`config.mk`:
```
export PLATFORM = sky130hd
export DESIGN_NAME = fifo_wr_arbiter
export DESIGN_NICKNAME = d
export VERILOG_FILES = /design/src/rtl/fifo_arb_pkg.sv /design/src/rtl/rr_arbiter.sv /design/src/rtl/fifo_wr_arbiter.sv
export SDC_FILE = /design/constraint.sdc
export NUM_CORES = 1
export LEC_CHECK = 0
export ABC_AREA = 1
export CAP_MARGIN = 20
export CORE_UTILIZATION = 25
export DETAILED_ROUTE_END_ITERATION = 8
export GPL_TIMING_DRIVEN = 1
export RECOVER_POWER = 100
export SYNTH_ARGS = -nofsm -noshare
export SYNTH_HDL_FRONTEND = slang
export SYNTH_SLANG_ARGS = --single-unit
```
`constraint.sdc`:
```
create_clock -name wclk -period 2 [get_ports wclk]
set_input_delay 0.5 -clock wclk [delete_from_list [all_inputs] [get_ports wclk]]
set_output_delay 0.5 -clock wclk [all_outputs]
set_load 0.01 [all_outputs]
```
`src/rtl/fifo_arb_pkg.sv`:
```
`default_nettype none
// ==========================================================================
// fifo_arb_pkg - state encoding and defaults for fifo_wr_arbiter. Rev 1.0
// ==========================================================================
package fifo_arb_pkg;

  typedef enum logic {
    ST_IDLE = 1'b0,
    ST_SEND = 1'b1
  } arb_state_e;

  localparam int DEF_DATA_WIDTH = 8;
  localparam int DEF_NUM_REQ    = 2;
  localparam int DEF_MAX_BYTES  = 2;
  localparam int DEF_LEN_WIDTH  = 2;

  localparam int                 STALL_W   = 16;
  localparam logic [STALL_W-1:0] STALL_SAT = 16'hFFFF;

  // Index width that stays legal when only one entry exists
  function automatic int idx_width(input int n);
    return (n > 1) ? $clog2(n) : 1;
  endfunction

endpackage
`default_nettype wire

```
`src/rtl/rr_arbiter.sv`:
```
`default_nettype none
// ==========================================================================
// rr_arbiter - combinational round-robin pick starting after last_grant. Rev 1.0
// ==========================================================================
module rr_arbiter
  import fifo_arb_pkg::*;
#(
  parameter int NUM_REQ = DEF_NUM_REQ,
  parameter int IDX_W   = idx_width(NUM_REQ)
) (
  input  logic [NUM_REQ-1:0] req_i,
  input  logic [IDX_W-1:0]   last_grant_i,
  output logic [NUM_REQ-1:0] grant_o,
  output logic [IDX_W-1:0]   grant_idx_o,
  output logic               grant_vld_o
);

  int               cand;
  logic [IDX_W-1:0] cand_idx;

  always_comb begin
    grant_o     = '0;
    grant_idx_o = '0;
    grant_vld_o = 1'b0;
    cand        = 0;
    cand_idx    = '0;
    for (int off = 1; off <= NUM_REQ; off++) begin
      cand     = (int'(last_grant_i) + off) % NUM_REQ;
      cand_idx = IDX_W'(cand);
      if (!grant_vld_o && req_i[cand_idx]) begin
        grant_vld_o       = 1'b1;
        grant_o[cand_idx] = 1'b1;
        grant_idx_o       = cand_idx;
      end
    end
  end

endmodule
`default_nettype wire

```
`src/rtl/fifo_wr_arbiter.sv`:
```
`default_nettype none
// ==========================================================================
// fifo_wr_arbiter - round-robin frame writer onto one FIFO write port; stall
// statistic built only with FIFO_WR_ARB_STATS_EN defined. Rev 1.0
// ==========================================================================
module fifo_wr_arbiter
  import fifo_arb_pkg::*;
#(
  parameter int DATA_WIDTH = DEF_DATA_WIDTH,
  parameter int NUM_REQ    = DEF_NUM_REQ,
  parameter int MAX_BYTES  = DEF_MAX_BYTES,
  parameter int LEN_WIDTH  = DEF_LEN_WIDTH
) (
  input  logic                                  wclk,
  input  logic                                  wrst_n,
  input  logic [NUM_REQ-1:0]                    req,
  input  logic [NUM_REQ*MAX_BYTES*DATA_WIDTH-1:0] req_data,
  input  logic [NUM_REQ*LEN_WIDTH-1:0]          req_len,
  output logic [NUM_REQ-1:0]                    ack,
  input  logic                                  wfull,
  output logic                                  winc,
  output logic [DATA_WIDTH-1:0]                 wdata,
  output logic                                  busy,
  output logic [15:0]                           stall_cnt
);

  localparam int                   IDX_W   = idx_width(NUM_REQ);
  localparam int                   BYTE_W  = idx_width(MAX_BYTES);
  localparam int                   FRAME_W = MAX_BYTES * DATA_WIDTH;
  localparam logic [LEN_WIDTH-1:0] LEN_MAX = LEN_WIDTH'(MAX_BYTES);

  arb_state_e            state_q, state_d;
  logic [IDX_W-1:0]      last_q, last_d;
  logic [NUM_REQ-1:0]    ack_q, ack_d;
  logic [FRAME_W-1:0]    frame_q, frame_d;
  logic [LEN_WIDTH-1:0]  len_q, len_d;
  logic [BYTE_W-1:0]     idx_q, idx_d;
  logic [DATA_WIDTH-1:0] wdata_q, wdata_d;
  logic                  winc_w;

  logic [NUM_REQ-1:0]    gnt_oh;
  logic [IDX_W-1:0]      gnt_idx;
  logic                  gnt_vld;

  logic [FRAME_W-1:0]    slot_data [NUM_REQ];
  logic [LEN_WIDTH-1:0]  slot_len  [NUM_REQ];
  logic [DATA_WIDTH-1:0] frame_byte [MAX_BYTES];
  logic [FRAME_W-1:0]    sel_data;
  logic [LEN_WIDTH-1:0]  sel_len;
  logic [LEN_WIDTH-1:0]  sel_len_c;

  for (genvar i = 0; i < NUM_REQ; i++) begin : g_slot
    assign slot_data[i] = req_data[i*FRAME_W +: FRAME_W];
    assign slot_len[i]  = req_len[i*LEN_WIDTH +: LEN_WIDTH];
  end

  for (genvar b = 0; b < MAX_BYTES; b++) begin : g_byte
    assign frame_byte[b] = frame_q[b*DATA_WIDTH +: DATA_WIDTH];
  end

  rr_arbiter #(
    .NUM_REQ (NUM_REQ),
    .IDX_W   (IDX_W)
  ) u_rr (
    .req_i        (req),
    .last_grant_i (last_q),
    .grant_o      (gnt_oh),
    .grant_idx_o  (gnt_idx),
    .grant_vld_o  (gnt_vld)
  );

  assign sel_data  = slot_data[gnt_idx];
  assign sel_len   = slot_len[gnt_idx];
  assign sel_len_c = (sel_len > LEN_MAX) ? LEN_MAX : sel_len;

  always_comb begin
    state_d = state_q;
    last_d  = last_q;
    ack_d   = '0;
    frame_d = frame_q;
    len_d   = len_q;
    idx_d   = idx_q;
    wdata_d = wdata_q;
    winc_w  = 1'b0;
    case (state_q)
      ST_IDLE: begin
        if (gnt_vld) begin
          ack_d   = gnt_oh;
          last_d  = gnt_idx;
          frame_d = sel_data;
          len_d   = sel_len_c;
          idx_d   = '0;
          // Empty frames are acked but never touch the write port or wdata
          if (sel_len_c != '0) begin
            state_d = ST_SEND;
            wdata_d = sel_data[DATA_WIDTH-1:0];
          end
        end
      end
      ST_SEND: begin
        winc_w = !wfull;
        if (winc_w) begin
          if (idx_q == BYTE_W'(len_q - LEN_WIDTH'(1))) begin
            state_d = ST_IDLE;
            idx_d   = '0;
          end else begin
            idx_d   = idx_q + BYTE_W'(1);
            wdata_d = frame_byte[idx_q + BYTE_W'(1)];
          end
        end
      end
      default: state_d = ST_IDLE;
    endcase
  end

  always_ff @(posedge wclk or negedge wrst_n) begin
    if (!wrst_n) begin
      state_q <= ST_IDLE;
      last_q  <= IDX_W'(NUM_REQ - 1);
      ack_q   <= '0;
      frame_q <= '0;
      len_q   <= '0;
      idx_q   <= '0;
      wdata_q <= '0;
    end else begin
      state_q <= state_d;
      last_q  <= last_d;
      ack_q   <= ack_d;
      frame_q <= frame_d;
      len_q   <= len_d;
      idx_q   <= idx_d;
      wdata_q <= wdata_d;
    end
  end

  assign ack   = ack_q;
  assign winc  = winc_w;
  assign wdata = wdata_q;
  assign busy  = (state_q == ST_SEND);

`ifdef FIFO_WR_ARB_STATS_EN
  logic [STALL_W-1:0] stall_q;

  always_ff @(posedge wclk or negedge wrst_n) begin
    if (!wrst_n) begin
      stall_q <= '0;
    end else if (state_q == ST_SEND && wfull && stall_q != STALL_SAT) begin
      stall_q <= stall_q + STALL_W'(1);
    end
  end

  assign stall_cnt = stall_q;
`else
  assign stall_cnt = '0;
`endif

endmodule
`default_nettype wire
```
# ---- After elaboration in Yosys (flattened, before gate mapping)
# Index checks and enable logic that the tools add are counted.
dict set report totals {
  register_bits 30
  latchBits 0
  ram_bits 0
  mem_bits_ro 0
  n_memories 0
}
dict set report classes {
  add_sub_neg 4
  mul 0
  div_mod_pow 0
  n_lt_le_gt_ge 7
  n_eq_ne 5
  shift 0
  n_mux 41
  n_bitwise 4
  reduce_logical 9
}
# operator count
set op_table {}
lappend op_table {{8-bit 2-to-1 mux} 7}
lappend op_table {{16-bit 2-to-1 mux} 3}
lappend op_table {{1-bit 2-to-1 mux} 18}
lappend op_table {{2-bit 2-to-1 mux} 8}
lappend op_table {{8-bit case mux with 2 select lines} 1}
lappend op_table {{2-bit inequality test, second input constant} 4}
lappend op_table {{2-bit >= comparator, second input constant} 2}
lappend op_table {{1-bit by 2-bit less-than comparator with 1-bit output, second input constant} 2}
lappend op_table {{1-bit inverter with 2-bit output} 2}
lappend op_table {{1-bit case mux with 2 select lines} 2}
lappend op_table {{2-bit AND reduction} 2}
lappend op_table {{4-bit AND reduction} 1}
lappend op_table {{1-bit adder, second input constant} 3}
lappend op_table {{1-bit logical AND} 3}
lappend op_table {{1-bit demux with 1-bit select} 2}
lappend op_table {{1-bit >= comparator, second input constant} 2}
lappend op_table {{2-bit greater-than comparator, second input constant} 1}
lappend op_table {{1-bit zero test} 2}
lappend op_table {{2-bit OR} 1}
lappend op_table {{2-bit nonzero test} 1}
lappend op_table {{1-bit equality test} 1}
lappend op_table {{1-bit inverter} 1}
lappend op_table {{1-bit subtractor, second input constant} 1}

# ---- Longest topological paths before layout
dict set report logic_depth {
  depth_word 17
  ltp_mapped 8
  mapped_depth_nobuf 8
}

# ---- Cells and area by module
# From an unflattened synthesis, not the netlist that was laid out.
dict set report unflattened {
  hier_cells 251
  hier_area_um2 1840.5
}
# mod n_inst cells_per_inst area_per_inst_um2 seq_area_each_um2
set by_module_without_submodules {}
lappend by_module_without_submodules {fifo_wr_arbiter 1 244 1809.2 752.0}
lappend by_module_without_submodules {rr_arbiter 1 7 31.3 0.0}

# ---- Worst setup path before layout
# Ideal clock, no wire load.
dict set report synth_path {
  path_kind {register -> register}
  from {register idx_q}
  to {register wdata_q[0], in the netlist wdata[0]}
  setup_ps 117
  arrival_time_ps 1415
  required_ps 1883
  slack_ps 469
  path_stages_with_launch 8
  path_buffers 1
  synth_period_minus_slack_ps 1531
  path_cell_list {dfrtp_1 > buf_2 > inv_2 > ha_1 > a22oi_4 > nand2_4 > nand2_1 > nand2_1}
}
dict set report synth_via {
  elab_chain_cells 8
  elab_cells_between_ends 11
  classes_between {add/sub: 1; eq/ne: 2; mux: 6; bitwise: 1; reduce/logical: 1}
}
# element line_no
set synth_rtl {}
lappend synth_rtl {{start: declaration} fifo_wr_arbiter.sv:37} ;# logic [BYTE_W-1:0] idx_q, idx_d;
lappend synth_rtl {{start signal: assignment} fifo_wr_arbiter.sv:131} ;# idx_q <= idx_d;
lappend synth_rtl {{1-bit adder} fifo_wr_arbiter.sv:108} ;# wdata_d = frame_byte[idx_q + BYTE_W'(1)];
lappend synth_rtl {{1-bit inverter with 2-bit output (implied by the code)} fifo_wr_arbiter.sv:108}
lappend synth_rtl {{8-bit 2-to-1 mux (implied by the code) (3 in series)} fifo_wr_arbiter.sv:108}
lappend synth_rtl {{8-bit 2-to-1 mux} fifo_wr_arbiter.sv:103} ;# if (idx_q == BYTE_W'(len_q - LEN_WIDTH'(1))) begin
lappend synth_rtl {{8-bit 2-to-1 mux} fifo_wr_arbiter.sv:102} ;# if (winc_w) begin
lappend synth_rtl {{8-bit case mux with 2 select lines} fifo_wr_arbiter.sv:85} ;# case (state_q)
lappend synth_rtl {{end signal: assignment} fifo_wr_arbiter.sv:132} ;# wdata_q <= wdata_d;
lappend synth_rtl {{end: declaration} fifo_wr_arbiter.sv:38} ;# logic [DATA_WIDTH-1:0] wdata_q, wdata_d;
# Parallel ways exist; a longest one is shown, timed or not. The select of a mux whose other input is x is not followed.
# A chain may end at the register's enable or synchronous reset.

# ---- Worst setup path after layout
dict set report layout_path {
  from {input wfull}
  to {output winc}
}
dict set report layout_via {
  elab_chain_cells 2
}
# element line_no
set layout_rtl {}
lappend layout_rtl {{start: declaration} fifo_wr_arbiter.sv:20} ;# input logic wfull,
lappend layout_rtl {{1-bit zero test} fifo_wr_arbiter.sv:101} ;# winc_w = !wfull;
lappend layout_rtl {{1-bit 2-to-1 mux} fifo_wr_arbiter.sv:85}
lappend layout_rtl {{end: declaration} fifo_wr_arbiter.sv:21} ;# output logic winc,
# No other way between the ends.

==> results.toml <==
[status]
outcome = "finished clean"

[power_and_ir_drop]
leakage_nw = 1.30
powerDensity_nw_per_um2 = 1290
peakVddDrop_mv = 0.394

[hold_path]
hold_depth = 2
hold_path_class = "reg -> reg"

[drt]
ant_nets = 0
drtIter0Drc = 85
wl_um = 4530
post_drt_wl_per_cell_um = 11.2
vias = 1694
remaining_drc_errors = 0
firstDrtPassIters = 4
vias_per_cell = 4.20

[clock_tree]
postCtsSetupRepairBufs = 0
insertion_delay_ns = 0.28
clock-sinks = 30
cts_root_buffer = "clkbuf_8"
cts_made_buffers = 5
cts_tree = "yes"
cts_max_level = 2
cts_buffer_depth = 2
clk_pin_slew_ns = 0.06

[sta]
min_period_ns = 1.89
worst_pin_slew_ns = 0.768
finalClockSkew_ns = 0.00658
drv_slew = 0
layout_setup_ws_ns = 0.109
setup_viol = 0
fin_tns_setup_ns = 0
post-route-period-util = 0.946
slew-limit-headroom = 0.488
rsz0062_at_grt = "false"
final_hold_viol_count = 0
fmax_mhz = 529

[global_routing]
overflow = 0
grt_pass1_wl_um = 7450
grt_max_degree = 31
grt_use_total = 0.127
grt_pass1_vias = 1537
antenna_found_initial = 0

[logic_synthesis]
synthTopCellsByArea = "dfrtp_1, nand2_1, nand3_1"
netlist_instances = 238
ys_seq_area_frac = 0.400
synth_top_area_cell = "dfrtp_1"
syn_area_per_cell_um2 = 7.91
synth-seq-cells = 30
syn_area_um2 = 1880
yosysWarningCount = 0
synth.distinct_cells = 27
netlist.area_leader.share = 0.386

[critical_path]
worst_setup_path_end_kind = "output port"
arrival_ns = 1.39
rr_worst_depth = 7
start_kind = "input pin"
critPathKind = "in -> out"
required_ns = 1.50
cp_max_fo = 2
rrSetupSlack_ns = 0.35

[placement]
dp_slack_ns = -0.137
port_buffers = 52
gp_congestion = 0.747
place_hpwl_um = 3500

[final_layout]
final_layout_size_suffix_gt1_frac = 0.132
num-nets-final = 345
synthToLayoutAreaGrowth_pct = 37.4
multiInputGateArea_um2 = 827
nFillCells = 771
insertedDiodeCount = 0
regArea_um2 = 752

[run]
drv_cap = 0

[die]
initial_utilization = 0.259
die-height_um = 88.8
coreArea_um2 = 7250
die_w_um = 88.8
dieArea_um2 = 7880
rows = 31
io_pins = 69
==> power by group <==
group,switching (W),internal (W)
Clock,0.000237,0.000366
Combinational,0.000955,0.000740
Sequential,0.000138,0.000909
Total,0.00133,0.00201
==> routing by layer <==
metal,global-route usage,vias up,share of wire
met1,0.168,770,0.46
met3,0.0336,5,0.055
met2,0.199,54,0.47
met5,0,-,0
met4,0.0440,0,0.013
li1,-,865,-
==> cell families (layout without fill, tap and decap cells) <==
family,Yosys count,count (layout),synth area share
simple gates,105,105,0.255
compound gates,40,40,0.152
other cells,1,16,0.00199
buf+inv,61,112,0.185
fa+ha+maj,1,1,0.00665
flops,30,30,0.400
==> placed cells by master, fill, tap and decap left out <==
| cell | count |
|---|---|
| inv_1 | 33 |
| dfrtp_1 | 29 |
| nand2_1 | 54 |
| nand2_4 | 2 |
| inv_6 | 2 |
| a21oi_1 | 7 |
| dlygate4sd3_1 | 14 |
| o21ai_0 | 20 |
| o21ai_1 | 1 |
| clkbuf_2 | 1 |
| o31ai_4 | 1 |
| dlygate4sd2_1 | 1 |
| ha_1 | 1 |
| clkdlybuf4s50_1 | 37 |
| bufinv_16 | 1 |
| nand3_2 | 1 |
| or2_1 | 1 |
| buf_4 | 13 |
| conb_1 | 16 |
| a22oi_4 | 1 |
| nand2_2 | 4 |
| nand3_1 | 33 |
| clkinv_2 | 2 |
| clkbuf_1 | 2 |
| nand3b_1 | 1 |
| o22ai_2 | 5 |
| inv_2 | 1 |
| o211ai_1 | 4 |
| nor2_1 | 9 |
| o22ai_1 | 1 |
| dfstp_2 | 1 |
| clkbuf_8 | 5 |
==> flip-flops by register name, summed over array words and instances (netlist names) <==
| name | flops |
|---|---|
| ack | 2 |
| frame_q | 16 |
| last_q | 1 |
| busy | 1 |
| len_q | 1 |
| wdata | 8 |
| idx_q | 1 |
==> Yosys cell counts (all sizes together) <==
master and n:
nand2 60, inv 36, nand3 34, dfrtp 29
buf 25, o21ai 21, nor2 9, a21oi 7
o22ai 6, o211ai 4, a22oi 1, conb 1
dfstp 1, ha 1, nand3b 1, o31ai 1
or2 1
==> through the flow <==
stage / cells / power (W) / instance area (um^2) / hold WS [ns] / util
2_1_floorplan: 253 / 0.00227 / 1940 / 0.204 / -
3_3_place_gp: 395 / 0.00280 / 2500 / 0.459 / 0.345
3_5_place_dp: 395 / 0.00284 / 2500 / 0.460 / 0.345
4_1_cts: 403 / 0.00344 / 2610 / 0.476 / 0.359
5_1_grt: 403 / 0.00364 / 2590 / 0.481 / 0.357
6_report: 403 / 0.00334 / 2590 / 0.467 / 0.357
==> critical path: stages <==
cell,delay [ns]
clkdlybuf4s50_1,0.45
inv_1,0.04
nand2_1,0.07
inv_1,0.05
dlygate4sd2_1,0.28
==> timing repair <==
item | in CTS | in global routing
hold buffers | 0 | 0
endpoints found under the setup margin | 1 | 0
gates resized for setup | 1 | 0
==> worst paths after layout <==
path	to	from
setup / recovery	winc	wfull
hold / removal	wdata[4]	wdata[4]
setup reg to reg	frame_q[14]	busy
hold reg to reg	wdata[4]	wdata[4]
max in group asynchronous	ack[0]	wrst_n
min in group asynchronous	wdata[6]	wrst_n
==> area by class of cell <==
cell class | count | area share
clock inverter | 3 | 0.0155
timing repair buffer | 68 | 0.243
clock buffer | 5 | 0.0266
inverter | 36 | 0.0561
tap | 99 | 0.0479
sequential | 30 | 0.291
multi-input combinational | 162 | 0.320
(Power assumes the default switching activity.)
